`src/rtl/seg_scan_driver_if.sv`:
```
// Write port from the upstream segment peripheral: one-cycle strobe carrying
// the target digit index and its segment pattern.
interface seg_scan_driver_if;
  logic       seg_we;
  logic [2:0] choose;
  logic [7:0] bin;

  modport master (output seg_we, choose, bin);
  modport slave  (input  seg_we, choose, bin);
endinterface

```
`src/rtl/seg_scan_driver.sv`:
```
// Multiplexed seven-segment scan driver: per-digit pattern store plus a
// BLANK/ON scan FSM driving registered segment lines and one-hot digit enables.
//
//   state    | meaning
//   ST_BLANK | all digits and segments off, counting BLANK_CYCLES
//   ST_ON    | digit scan_idx lit with pat[scan_idx], counting ON_CYCLES
module seg_scan_driver #(
  parameter int NUM_DIGITS     = 4,
  parameter int ON_CYCLES      = 50000,
  parameter int BLANK_CYCLES   = 1000,
  parameter bit SEG_ACTIVE_LOW = 1'b1,
  parameter bit DIG_ACTIVE_LOW = 1'b1
) (
  input  logic                  HCLK,
  input  logic                  HRESET,
  seg_scan_driver_if.slave      wr,
  output logic [7:0]            seg_out,
  output logic [NUM_DIGITS-1:0] dig_sel,
  output logic [2:0]            scan_idx
);

  localparam int CNT_MAX = (ON_CYCLES > BLANK_CYCLES) ? ON_CYCLES : BLANK_CYCLES;
  localparam int CW      = (CNT_MAX > 1) ? $clog2(CNT_MAX + 1) : 1;

  localparam logic [CW-1:0]         ON_LAST    = CW'(ON_CYCLES - 1);
  localparam logic [CW-1:0]         BLANK_LAST = CW'(BLANK_CYCLES - 1);
  localparam logic [7:0]            SEG_OFF    = {8{SEG_ACTIVE_LOW}};
  localparam logic [NUM_DIGITS-1:0] DIG_OFF    = {NUM_DIGITS{DIG_ACTIVE_LOW}};
  localparam logic [2:0]            IDX_LAST   = 3'(NUM_DIGITS - 1);

  typedef enum logic {ST_BLANK, ST_ON} state_t;

  state_t                  state;
  logic [CW-1:0]           cnt;
  logic [7:0]              pat [NUM_DIGITS];
  logic [7:0]              lit_pat;
  logic [NUM_DIGITS-1:0]   lit_onehot;
  logic [2:0]              idx_next;

  // Out-of-range digit indices match no entry, so such writes fall away.
  always_ff @(posedge HCLK or posedge HRESET) begin
    if (HRESET) begin
      for (int i = 0; i < NUM_DIGITS; i++) pat[i] <= '0;
    end else begin
      for (int i = 0; i < NUM_DIGITS; i++) begin
        if (wr.seg_we && (wr.choose == 3'(i))) pat[i] <= wr.bin;
      end
    end
  end

  always_comb begin
    lit_pat    = '0;
    lit_onehot = '0;
    for (int i = 0; i < NUM_DIGITS; i++) begin
      if (scan_idx == 3'(i)) begin
        lit_pat       = pat[i];
        lit_onehot[i] = 1'b1;
      end
    end
  end

  assign idx_next = (scan_idx == IDX_LAST) ? 3'd0 : scan_idx + 3'd1;

  // Outputs are loaded from the pattern store as it stood before this edge,
  // which gives a live write its one-cycle path to seg_out.
  always_ff @(posedge HCLK or posedge HRESET) begin
    if (HRESET) begin
      state    <= ST_BLANK;
      cnt      <= '0;
      scan_idx <= '0;
      seg_out  <= SEG_OFF;
      dig_sel  <= DIG_OFF;
    end else begin
      case (state)
        ST_BLANK: begin
          if (cnt == BLANK_LAST) begin
            state   <= ST_ON;
            cnt     <= '0;
            seg_out <= lit_pat ^ SEG_OFF;
            dig_sel <= lit_onehot ^ DIG_OFF;
          end else begin
            cnt <= cnt + CW'(1);
          end
        end
        ST_ON: begin
          if (cnt == ON_LAST) begin
            state    <= ST_BLANK;
            cnt      <= '0;
            scan_idx <= idx_next;
            seg_out  <= SEG_OFF;
            dig_sel  <= DIG_OFF;
          end else begin
            cnt     <= cnt + CW'(1);
            seg_out <= lit_pat ^ SEG_OFF;
          end
        end
        default: begin
          state   <= ST_BLANK;
          cnt     <= '0;
          seg_out <= SEG_OFF;
          dig_sel <= DIG_OFF;
        end
      endcase
    end
  end

endmodule
```
`src/flat_wrapper.sv`:
```
// flat-port wrapper written by rule: the top's interface ports become plain ports
module seg_scan_driver_flat 
#(
  parameter int NUM_DIGITS     = 4,
  parameter int ON_CYCLES      = 50000,
  parameter int BLANK_CYCLES   = 1000,
  parameter bit SEG_ACTIVE_LOW = 1'b1,
  parameter bit DIG_ACTIVE_LOW = 1'b1
)
  (HCLK, HRESET, seg_out, dig_sel, scan_idx, wr_seg_we, wr_choose, wr_bin);
  seg_scan_driver_if wr_i ();
  input  logic HCLK;
  input  logic HRESET;
  output logic [7:0] seg_out;
  output logic [NUM_DIGITS-1:0] dig_sel;
  output logic [2:0] scan_idx;
  input wire logic [$bits(wr_i.seg_we)-1:0] wr_seg_we;
  input wire logic [$bits(wr_i.choose)-1:0] wr_choose;
  input wire logic [$bits(wr_i.bin)-1:0] wr_bin;
  assign wr_i.seg_we = wr_seg_we;
  assign wr_i.choose = wr_choose;
  assign wr_i.bin = wr_bin;
  seg_scan_driver #(.NUM_DIGITS(NUM_DIGITS), .ON_CYCLES(ON_CYCLES), .BLANK_CYCLES(BLANK_CYCLES), .SEG_ACTIVE_LOW(SEG_ACTIVE_LOW), .DIG_ACTIVE_LOW(DIG_ACTIVE_LOW)) u_core (.HCLK(HCLK), .HRESET(HRESET), .wr(wr_i), .seg_out(seg_out), .dig_sel(dig_sel), .scan_idx(scan_idx));
endmodule
```
`config.mk`:
```
export PLATFORM = sky130hd
export DESIGN_NAME = seg_scan_driver_flat
export DESIGN_NICKNAME = d
export VERILOG_FILES = /design/src/rtl/seg_scan_driver_if.sv /design/src/rtl/seg_scan_driver.sv /design/src/flat_wrapper.sv
export SDC_FILE = /design/constraint.sdc
export NUM_CORES = 1
export LEC_CHECK = 0
export ABC_AREA = 0
export ABC_CLOCK_PERIOD_IN_PS = 4500
export BUFFER_PORTS_ARGS = -buffer_cell sky130_fd_sc_hd__buf_2
export CAP_MARGIN = 40
export CELL_PAD_IN_SITES_DETAIL_PLACEMENT = 1
export CELL_PAD_IN_SITES_GLOBAL_PLACEMENT = 2
export CORE_MARGIN = 2
export CORE_UTILIZATION = 40
export CTS_CLUSTER_DIAMETER = 60
export DETAILED_ROUTE_END_ITERATION = 7
export PLACE_DENSITY = 0.86
export SLEW_MARGIN = 20
export SYNTH_ARGS = -nofsm -noshare
export SYNTH_HDL_FRONTEND = slang
export SYNTH_SLANG_ARGS = --single-unit
```
`constraint.sdc`:
```
create_clock -name HCLK -period 4.5 [get_ports HCLK]
set_clock_uncertainty 0.05 [all_clocks]
set_input_delay 0.675 -clock HCLK [delete_from_list [all_inputs] [get_ports HCLK]]
set_output_delay 0.675 -clock HCLK [all_outputs]
set_load 0.01 [all_outputs]
```
==> results by group, run 1 <==
Clock network
  – Clock Tree Root: clkbuf_8
  – Clk_lat worst skew: 0.35 ns
  – # resized after CTS: 0
  – Clock Sinks: 64
  – CTS Buf Count: 9
  – Clock tree buffer depth: 2
  – Post-CTS Setup Bufs: 0
  – CTS tree: done
  – H-tree depth: 3
  – Hold Buf Count CTS: 0
  – Clock-pin slew on the worst setup and hold paths: 0.07 ns

Placed design
  – Final Wtd Congestion: 0.704
  – PortBufs: 28
  – Placed cells: 378
  – Placed Area: 3210 µm²
  – DP Wirelength: 4930 µm

Synthesis
  – Most common cell in the synthesized netlist: dfrtp_1
  – Mapped Area: 2960 µm²
  – Post-Syn Area per Cell: 11.6 µm²
  – Synth area leader: dfrtp_1
  – Flops & latches, synth: 64
  – Seq/Total Area, Yosys: 0.546
  – Synth top area cells: dfrtp_1 44%, mux2_2 12%, dfstp_2 11%, nand2_1 3.0%, nor2_1 2.4%
  – Syn nets: 275
  – Post-synth EDFFs: 0
  – Asr flop ratio synth: 1.00
  – Synth top cells by count: 52 x dfrtp_1, 32 x mux2_2, 24 x nand2_1, 19 x nor2_1, 12 x dfstp_2
  – Top FF cell, synth: dfrtp_1
  – Cells after synthesis: 256
  – Ys Warns: 0
  – Cell variety after synth: 39
  – Synth top area share: 0.440

Routing
  – Vias: 2,097
  – Final wirelength: 6780 µm
  – DRT Pass-1 Iters: 4
  – # DRC: 0
  – Remaining antenna violation count: 0
  – Routed len/inst: 17.2 µm
  – Drt first-iter violations: 85
  – Drt via density: 5.31

Global routing
  – First-pass GRT wire length: 11,500 µm
  – Tot GR Track Use: 0.183
  – Initial antenna violation count: 0
  – Vias in the first global route: 2,248
  – Met1 Usage GRT: 0.243
  – Grt met2 use: 0.281
  – Gr ovfl total: 0
  – M3 GR Usage: 0.0386
  – GRT Max-Usage Layer: met2
  – Largest net degree at the start of global routing: 38

Setup path
  – Max FO, Critical Path: 15
  – Slowest CP cell: o21a_1
  – Crit path DAT: 2.51 ns
  – Crit-path cells: ha_1 > and4bb_2 > and4_1 > o21a_1 > o32a_1
  – Buffers & Inverters on Critical Path: 0
  – Worst setup SP type: flop
  – Top delay family on crit path: compound AO/OA/AOI/OAI gates
  – Required time of the critical path: 4.74 ns
  – R2R Setup Slk: 2.24 ns
  – Worst Setup Path Type: reg2reg
  – Worst r2r path cells: 5
  – Worst r2r src: u_core.cnt[0]
  – Crit. End Element: flop
  – Max incr delay on CP: 0.53 ns
  – Worst flop-to-flop path endpoint: u_core.dig_sel[0]

STA
  – # setup viols final: 0
  – Fmax achieved: 442 MHz
  – Setup TNS: 0 ns
  – Final Max Slew Viols: 0
  – Period utilisation layout: 0.503
  – RSZ-0062 raised after global routing: no
  – Fin. Hold Viols: 0
  – Slew HR: 0.557
  – Least-Margin Pin Slew: 0.664 ns
  – Min cycle time layout: 2.26 ns

Die
  – Core Region: 7210 µm²
  – Die footprint: 8100 µm²
  – Die extent in y: 90.0 µm
  – Die width: 90.0 µm
  – Row count: 31
  – Top-Level Pins: 29
  – Initial core utilization: 0.410

Cells and area
  – Finished Layout Cells: 395
  – Ant. Diodes: 0
  – Synth-to-layout area growth: 16.2%
  – Final instance area: 3440 µm²
  – Layout cells sized above 1: 0.328
  – Layout Nets: 310

Flow run
  – Max Cap Violations: 0

Power
  – Static leakage: 1.49 nW
  – Cell Pwr Density: 388 nW/µm²
  – Maximum VDD drop: 0.215 mV
  – Power, Total: 1.33 mW

Min path
  – Path category of the worst min-delay check: in2async

Outcome
  – Status: finished, final reports clean
-- sequential cells by signal, summed over array words and instances (netlist names) --
name / flops
u_core.state: 1
u_core.cnt: 16
u_core.dig_sel: 4
u_core.scan_idx: 3
u_core.pat: 32
u_core.seg_out: 8
-- per-layer routing --
layer | wire length [µm] | up-vias
met4 | 174 | 0
met1 | 3210 | 1049
li1 | - | 1005
met3 | 197 | 14
met5 | 0 | -
met2 | 3190 | 29
-- worst max path at each step --
stage	start	cells past startpoint	slack [ns]	end
floorplan	HRESET	1	2.20	u_core.cnt[0]
global placement	wr_choose[1]	3	2.31	u_core.pat[27]
detailed placement	wr_choose[1]	3	2.24	u_core.pat[27]
CTS	u_core.cnt[0]	5	2.22	u_core.dig_sel[0]
global route	u_core.cnt[0]	5	2.07	u_core.dig_sel[0]
finish	u_core.cnt[0]	5	2.24	u_core.dig_sel[0]
-- worst register-to-register path, cell delays in order (launching register included) --
cell and delay (ns):
dfrtp_1 0.40, ha_1 0.25, and4bb_2 0.26, and4_1 0.46
o21a_1 0.53, o32a_1 0.25
-- final cells by class --
cell class / count / area (µm²)
clock buffer: 9 / 124
multi-input combinational: 175 / 1280
timing repair buffer: 32 / 168
inverter: 9 / 33.8
clock inverter: 7 / 96.3
sequential: 64 / 1620
fill: 814 / 3770
tap: 99 / 124
-- where the power goes --
part | internal [mW] | switching (mW) | leakage, nW
clock | 0.311 | 0.237 | 0.101
combinational | 0.0654 | 0.0491 | 0.614
sequential | 0.639 | 0.0323 | 0.773
total | 1.02 | 0.319 | 1.49
-- cell families (layout without fill, tap and decap cells) --
| family | count (synthesis) | after routing | share of synthesized area |
|---|---|---|---|
| xor gates and xnor gates | 13 | 13 | 0.0385 |
| muxes | 32 | 32 | 0.122 |
| DFF | 64 | 64 | 0.546 |
| and+or+nand+nor | 79 | 79 | 0.143 |
| AOI/OAI and AO/OA | 46 | 46 | 0.107 |
| adders and majority gates | 5 | 5 | 0.0211 |
| buffers and inverters | 17 | 57 | 0.0220 |
-- metrics by stage --
step                utilization  worst slack, ns  hold slack [ns]
global route              0.477             2.07            0.373
detailed placement        0.446             2.24            0.443
global placement          0.446             2.31            0.415
CTS                       0.476             2.22            0.341
finish                    0.477             2.24            0.321
floorplan                     -             2.20            0.405
-- cell usage in the layout (no fill, tap or decap), types with 3 or more instances in the layout --
cell type | Yosys | final
nor2_1 | 19 | 19
xor2_1 | 5 | 5
inv_1 | 9 | 8
nand4_1 | 3 | 3
o32a_1 | 3 | 3
mux2_2 | 32 | 32
ha_1 | 5 | 5
o211ai_1 | 4 | 4
o21ai_0 | 9 | 9
buf_4 | 0 | 3
clkinvlp_4 | 0 | 3
nand3_1 | 9 | 9
a211oi_1 | 8 | 8
clkbuf_8 | 0 | 9
o22ai_1 | 4 | 4
a41oi_1 | 4 | 4
dfrtp_1 | 52 | 52
dfstp_2 | 12 | 12
xnor2_1 | 8 | 8
nand2_1 | 24 | 24
a31oi_1 | 8 | 8
buf_2 | 1 | 28
nor3_1 | 4 | 4
Note: power is estimated with default switching activity, not from simulation.
==> run 2: changes to the inputs <==
Settings changed: ABC_AREA 0 to 1, ABC_CLOCK_PERIOD_IN_PS 4500 to 2050, CORE_UTILIZATION 40 to 32, PLACE_DENSITY 0.86 to 0.82.
Clock period 4.5 ns to 2.05 ns, I/O delays scaled along.
==> results by group, run 2 <==
STA
  – Least-Margin Pin Slew: 0.689 ns
  – Fin. Hold Viols: 0
  – RSZ-0062 raised after global routing: no
  – Period utilisation layout: 0.833
  – Min cycle time layout: 1.71 ns
  – Fmax achieved: 586 MHz
  – Crit path setup slack, layout: 0.343 ns
  – Slew HR: 0.539
  – # setup viols final: 0
  – Final Max Slew Viols: 0
  – Setup TNS: 0 ns

Die
  – Die footprint: 11,100 µm²
  – Top-Level Pins: 29
  – Row count: 36
  – Core Region: 9860 µm²
  – Die extent in y: 105 µm
  – Die width: 105 µm
  – Initial core utilization: 0.332

Synthesis
  – Ys Warns: 0
  – Post-Syn Area per Cell: 7.96 µm²
  – Top FF cell, synth: dfrtp_1
  – Synth area leader: dfrtp_1
  – Cell variety after synth: 27
  – Synth top cells by count: 97 x nand2_1, 56 x nor2_1, 53 x inv_1, 52 x dfrtp_1, 39 x nand3_1
  – Most common cell in the synthesized netlist: nand2_1
  – Cells after synthesis: 412
  – Flops & latches, synth: 64
  – Mapped Area: 3280 µm²
  – Post-synth EDFFs: 0
  – Syn nets: 431
  – Seq/Total Area, Yosys: 0.493
  – Synth top area cells: dfrtp_1 40%, nand2_1 11%, dfstp_2 9.6%, nor2_1 6.4%, inv_1 6.1%
  – Asr flop ratio synth: 1.00
  – Synth top area share: 0.397

Clock network
  – Clock-pin slew on the worst setup and hold paths: 0.08 ns
  – # resized after CTS: 0
  – H-tree depth: 3
  – Post-CTS Setup Bufs: 0
  – Clock Sinks: 64
  – Clock Tree Root: clkbuf_8
  – Clock tree buffer depth: 2
  – CTS Buf Count: 9
  – Clk_lat worst skew: 0.36 ns
  – CTS tree: done

Global routing
  – Met1 Usage GRT: 0.223
  – M3 GR Usage: 0.0390
  – Tot GR Track Use: 0.169
  – First-pass GRT wire length: 14,600 µm
  – Vias in the first global route: 2,774
  – Grt met2 use: 0.277
  – Largest net degree at the start of global routing: 42
  – GRT Max-Usage Layer: met2
  – Initial antenna violation count: 0
  – Gr ovfl total: 0

Setup path
  – Crit. End Element: flop
  – Worst r2r src: u_core.cnt[0]
  – Worst Setup Path Type: reg2reg
  – Worst flop-to-flop path endpoint: u_core.dig_sel[1]
  – Crit path DAT: 1.94 ns
  – Required time of the critical path: 2.28 ns
  – Worst setup SP type: flop
  – Max FO, Critical Path: 14
  – Worst setup path start: u_core.cnt[0]
  – Worst r2r path cells: 7
  – Worst setup endpoint: u_core.dig_sel[1]
  – R2R Setup Slk: 0.34 ns

Placed design
  – Place WS: 0.333 ns
  – PortBufs: 28
  – DP Wirelength: 6150 µm
  – Final Wtd Congestion: 0.815

Cells and area
  – Largest Register: u_core.pat
  – Layout cells sized above 1: 0.224
  – Ant. Diodes: 0
  – Commonest non-fill, non-tap cell in the layout: nand2_1
  – Synth-to-layout area growth: 16.1%
  – Max reg flops: 32
  – Layout Nets: 469
  – Top Registers: u_core.pat (32), u_core.cnt (16), u_core.seg_out (8)
  – Most frequent cells in the layout: 97 x nand2_1, 56 x nor2_1, 52 x inv_1, 52 x dfrtp_1, 39 x nand3_1

Routing
  – Drt first-iter violations: 105
  – DRT Pass-1 Iters: 4
  – # DRC: 0
  – Routed len/inst: 14.6 µm
  – Final wirelength: 8600 µm
  – Remaining antenna violation count: 0
  – Drt via density: 4.53
  – Vias: 2,666

Power
  – P_int: 2.05 mW
  – Switching Fraction: 0.270
  – Maximum VDD drop: 0.335 mV
  – Logic gate share of total power: 0.088
  – Cell Pwr Density: 737 nW/µm²
  – Sequential group share of total power: 0.516
  – Power, Total: 2.80 mW
  – Clock power share: 0.397
  – Static leakage: 1.96 nW
  – Psw: 0.757 mW

Flow run
  – Max Cap Violations: 0

Min path
  – Path category of the worst min-delay check: in2reg

Outcome
  – Status: finished, final reports clean
run 2: cell types whose count changed after synthesis, sizes merged, moves of 4 or more:
cell	previous run	this run
xnor2	8	1
o21ai	9	37
a41oi	4	0
or2	0	8
nand2	24	104
o211ai	4	0
o22ai	4	0
buf	1	6
a211oi	8	0
inv	9	55
mux2	32	0
nor2	19	72
a31oi	8	0
nand3	10	41
run 2: through the flow:
| step | instances | utilization | area [µm²] | hold WS (ns) |
|---|---|---|---|---|
| finish | 588 | 0.386 | 3800 | 0.207 |
| global route | 588 | 0.386 | 3800 | 0.226 |
| CTS | 588 | 0.386 | 3800 | 0.207 |
| detailed placement | 571 | 0.365 | 3600 | 0.226 |
| global placement | 571 | 0.365 | 3600 | 0.218 |
| floorplan | 412 | - | 3280 | 0.389 |
run 2: worst max-delay path, cell delays in order, from the launching register on:
cell and delay [ns]:
dfrtp_1 0.39, ha_1 0.20, nand2_1 0.10, nor2_2 0.26, nand3_4 0.19, nand2_4 0.26, nor2_1 0.07, nor2_1 0.10
run 2: worst min path at each step:
stage | to | slack (ns) | from | depth (start not counted)
after floorplan | u_core.cnt[0] | 0.39 | u_core.cnt[0] | 1
after global placement | u_core.cnt[1] | 0.22 | HRESET | 2
after detailed placement | u_core.cnt[0] | 0.23 | HRESET | 2
after CTS | u_core.pat[25] | 0.21 | wr_bin[1] | 3
after global routing | u_core.pat[6] | 0.23 | wr_bin[6] | 3
final | u_core.pat[25] | 0.21 | wr_bin[1] | 3
run 2: metal layers:
metal,up-vias,share of wire
met5,-,0
met4,0,0.012
met3,10,0.031
met2,29,0.48
met1,1283,0.47
li1,1344,-
run 2: logic make-up after synthesis:
logic type,share of synthesized area
simple gates,0.322
compound gates,0.0622
fa+ha+maj,0.0191
xor+xnor,0.0214
flops,0.493
buf+inv,0.0824
run 2: what timing repair did:
action	4_1_cts	5_1_grt
hold endpoints to repair	8	0
endpoints found under the setup margin	0	0
hold buffers	1	0
run 2: power by group through the flow:
stage | clock [mW] | sequential, mW | combinational (mW)
final | 1.11 | 1.45 | 0.246
after global routing | 1.21 | 1.46 | 0.298
after CTS | 1.15 | 1.45 | 0.253
after detailed placement | 0 | 1.47 | 0.249
after global placement | 0 | 1.47 | 0.238
after floorplan | 0 | 1.45 | 0.183
run 2: area by class of cell:
type                       instances  area, µm²
clock inverter                     6       68.8
clock buffer                      10        128
timing repair buffer              37        223
fill                            1208       6060
sequential                        64       1620
tap                              133        166
inverter                          56        211
multi-input combinational        282       1390
==> run 3: changes to the inputs <==
Settings changed: ABC_AREA 1 to 0, ABC_CLOCK_PERIOD_IN_PS 2050 to 1600, CORE_UTILIZATION 32 to 39, PLACE_DENSITY 0.82 to 0.84.
Clock period 2.05 ns to 1.6 ns, I/O delays scaled along.
==> results by group, run 3 (synthesis gave the netlist of run 1 again) <==
Global routing
  – Met1 Usage GRT: 0.259
  – Largest net degree at the start of global routing: 35
  – Vias in the first global route: 2,511
  – Initial antenna violation count: 0
  – Grt met2 use: 0.333
  – Tot GR Track Use: 0.204
  – M3 GR Usage: 0.0382
  – GRT Max-Usage Layer: met2
  – First-pass GRT wire length: 13,000 µm
  – Gr ovfl total: 0

Cells and area
  – Ant. Diodes: 0
  – Layout cells sized above 1: 0.515
  – Commonest non-fill, non-tap cell in the layout: dfrtp_1
  – Layout Nets: 348
  – Largest Register: u_core.pat
  – Most frequent cells in the layout: 50 x dfrtp_1, 35 x buf_4, 32 x mux2_2, 28 x buf_2, 22 x nand2_1
  – Max reg flops: 32
  – Synth-to-layout area growth: 36.2%
  – Post-route core utilization: 0.553
  – Top Registers: u_core.pat (32), u_core.cnt (16), u_core.seg_out (8)

Flow run
  – Max Cap Violations: 0

Routing
  – Routed len/inst: 19.0 µm
  – Drt first-iter violations: 92
  – Drt via density: 5.43
  – Remaining antenna violation count: 0
  – Final wirelength: 8250 µm
  – Vias: 2,352
  – DRT Pass-1 Iters: 4
  – # DRC: 0

Power
  – Maximum VDD drop: 0.603 mV
  – Cell Pwr Density: 935 nW/µm²
  – Sequential group share of total power: 0.501
  – Clock power share: 0.407
  – Switching Fraction: 0.239
  – P_int: 2.87 mW
  – Psw: 0.902 mW
  – Power, Total: 3.77 mW
  – Logic gate share of total power: 0.092
  – Static leakage: 1.72 nW

STA
  – Fmax achieved: 554 MHz
  – Worst hold margin: 0.118 ns
  – RSZ-0062 raised after global routing: yes
  – Final Max Slew Viols: 0
  – Period utilisation layout: 1.13
  – Min cycle time layout: 1.80 ns
  – Least-Margin Pin Slew: 0.547 ns
  – Fin. Hold Viols: 0
  – Slew HR: 0.634
  – # setup viols final: 28
  – Crit path setup slack, layout: -0.204 ns

Setup path
  – Worst setup SP type: flop
  – Crit path DAT: 2.02 ns
  – Worst Setup Path Type: reg2reg
  – Required time of the critical path: 1.81 ns
  – Max FO, Critical Path: 8
  – Crit. End Element: flop

Outcome
  – Status: finished, violations left
  – Failing checks: setup timing

Die
  – Top-Level Pins: 29
  – Core Region: 7290 µm²
  – Row count: 31
  – Initial core utilization: 0.406
  – Die footprint: 8300 µm²
  – Die width: 91.1 µm
  – Die extent in y: 91.1 µm

Clock network
  – Clock-pin slew on the worst setup and hold paths: 0.08 ns
  – Clock Tree Root: clkbuf_8
  – Clock tree buffer depth: 2
  – Clock Sinks: 64
  – Clk_lat worst skew: 0.34 ns
  – CTS Buf Count: 9
  – H-tree depth: 3
  – CTS tree: done

Placed design
  – Final Wtd Congestion: 0.749
  – DP Wirelength: 5280 µm
  – PortBufs: 28

Min path
  – Path category of the worst min-delay check: in2reg
## run 3: cell count changes in the layout (fill, tap and decap cells not counted), moves of 28 or more
cell	before	now
buf_4	7	35
inv_1	52	8
mux2_2	0	32
nand2_1	97	22
nand3_1	39	8
nor2_1	56	10
o21ai_0	37	6
## run 3: power by group through the flow
stage | clock, mW | combinational, mW | sequential [mW]
6_report | 1.53 | 0.347 | 1.89
5_1_grt | 1.63 | 0.388 | 1.91
4_1_cts | 1.57 | 0.340 | 1.89
3_5_place_dp | 0 | 0.332 | 1.92
3_3_place_gp | 0 | 0.318 | 1.91
2_1_floorplan | 0 | 0.243 | 1.89
## run 3: worst paths after layout
check | startpoint | endpoint | slack (ns) | cells after the start
worst max-delay path | u_core.cnt[3] | u_core.seg_out[6] | -0.20 | 5
worst min-delay path | wr_bin[3] | u_core.pat[19] | 0.12 | 2
worst max register to register | u_core.cnt[3] | u_core.seg_out[6] | -0.20 | 5
worst min register to register | u_core.pat[10] | u_core.pat[10] | 0.46 | 1
max in group asynchronous | HRESET | u_core.dig_sel[3] | 0.51 | 4
min in group asynchronous | HRESET | u_core.pat[9] | 0.40 | 3
## run 3: per-stage QoR
step	setup WS (ns)	TNS (ns)	instance area [µm²]	instances
2_1_floorplan	-0.0794	-0.560	3000	256
3_3_place_gp	-0.103	-1.51	3520	410
3_5_place_dp	-0.133	-2.29	3520	410
4_1_cts	-0.117	-1.70	3840	429
5_1_grt	-0.229	-5.11	4030	433
6_report	-0.204	-3.53	4030	433
## run 3: area by class of cell
class | count | area [µm²]
fillers | 797 | 3260
flip-flops and latches | 64 | 1620
multi-input cells | 176 | 1520
repair buffers | 69 | 512
clock buffers | 9 | 124
well taps | 99 | 124
clock inverters | 7 | 96.3
inverters | 9 | 37.5
## run 3: worst max-delay path, cell delays in order (launching register included)
cell	delay, ns
dfrtp_2	0.47
or3_4	0.44
nor2_2	0.24
buf_4	0.24
a211oi_2	0.10
a41oi_2	0.19
## run 3: what timing repair did
item                                   CTS  global route
pin swaps                                8            11
resized for setup                       17            32
buffers inserted                         1             3
hold buffers                             1             0
endpoints found under the hold margin   14             0
cloned                                   1             1
setup endpoints to repair               28            30
## run 3: layer usage
metal | up-vias | share of wire
met5 | - | 0
met2 | 40 | 0.52
met4 | 0 | 0.016
met3 | 12 | 0.034
li1 | 1084 | -
met1 | 1216 | 0.43
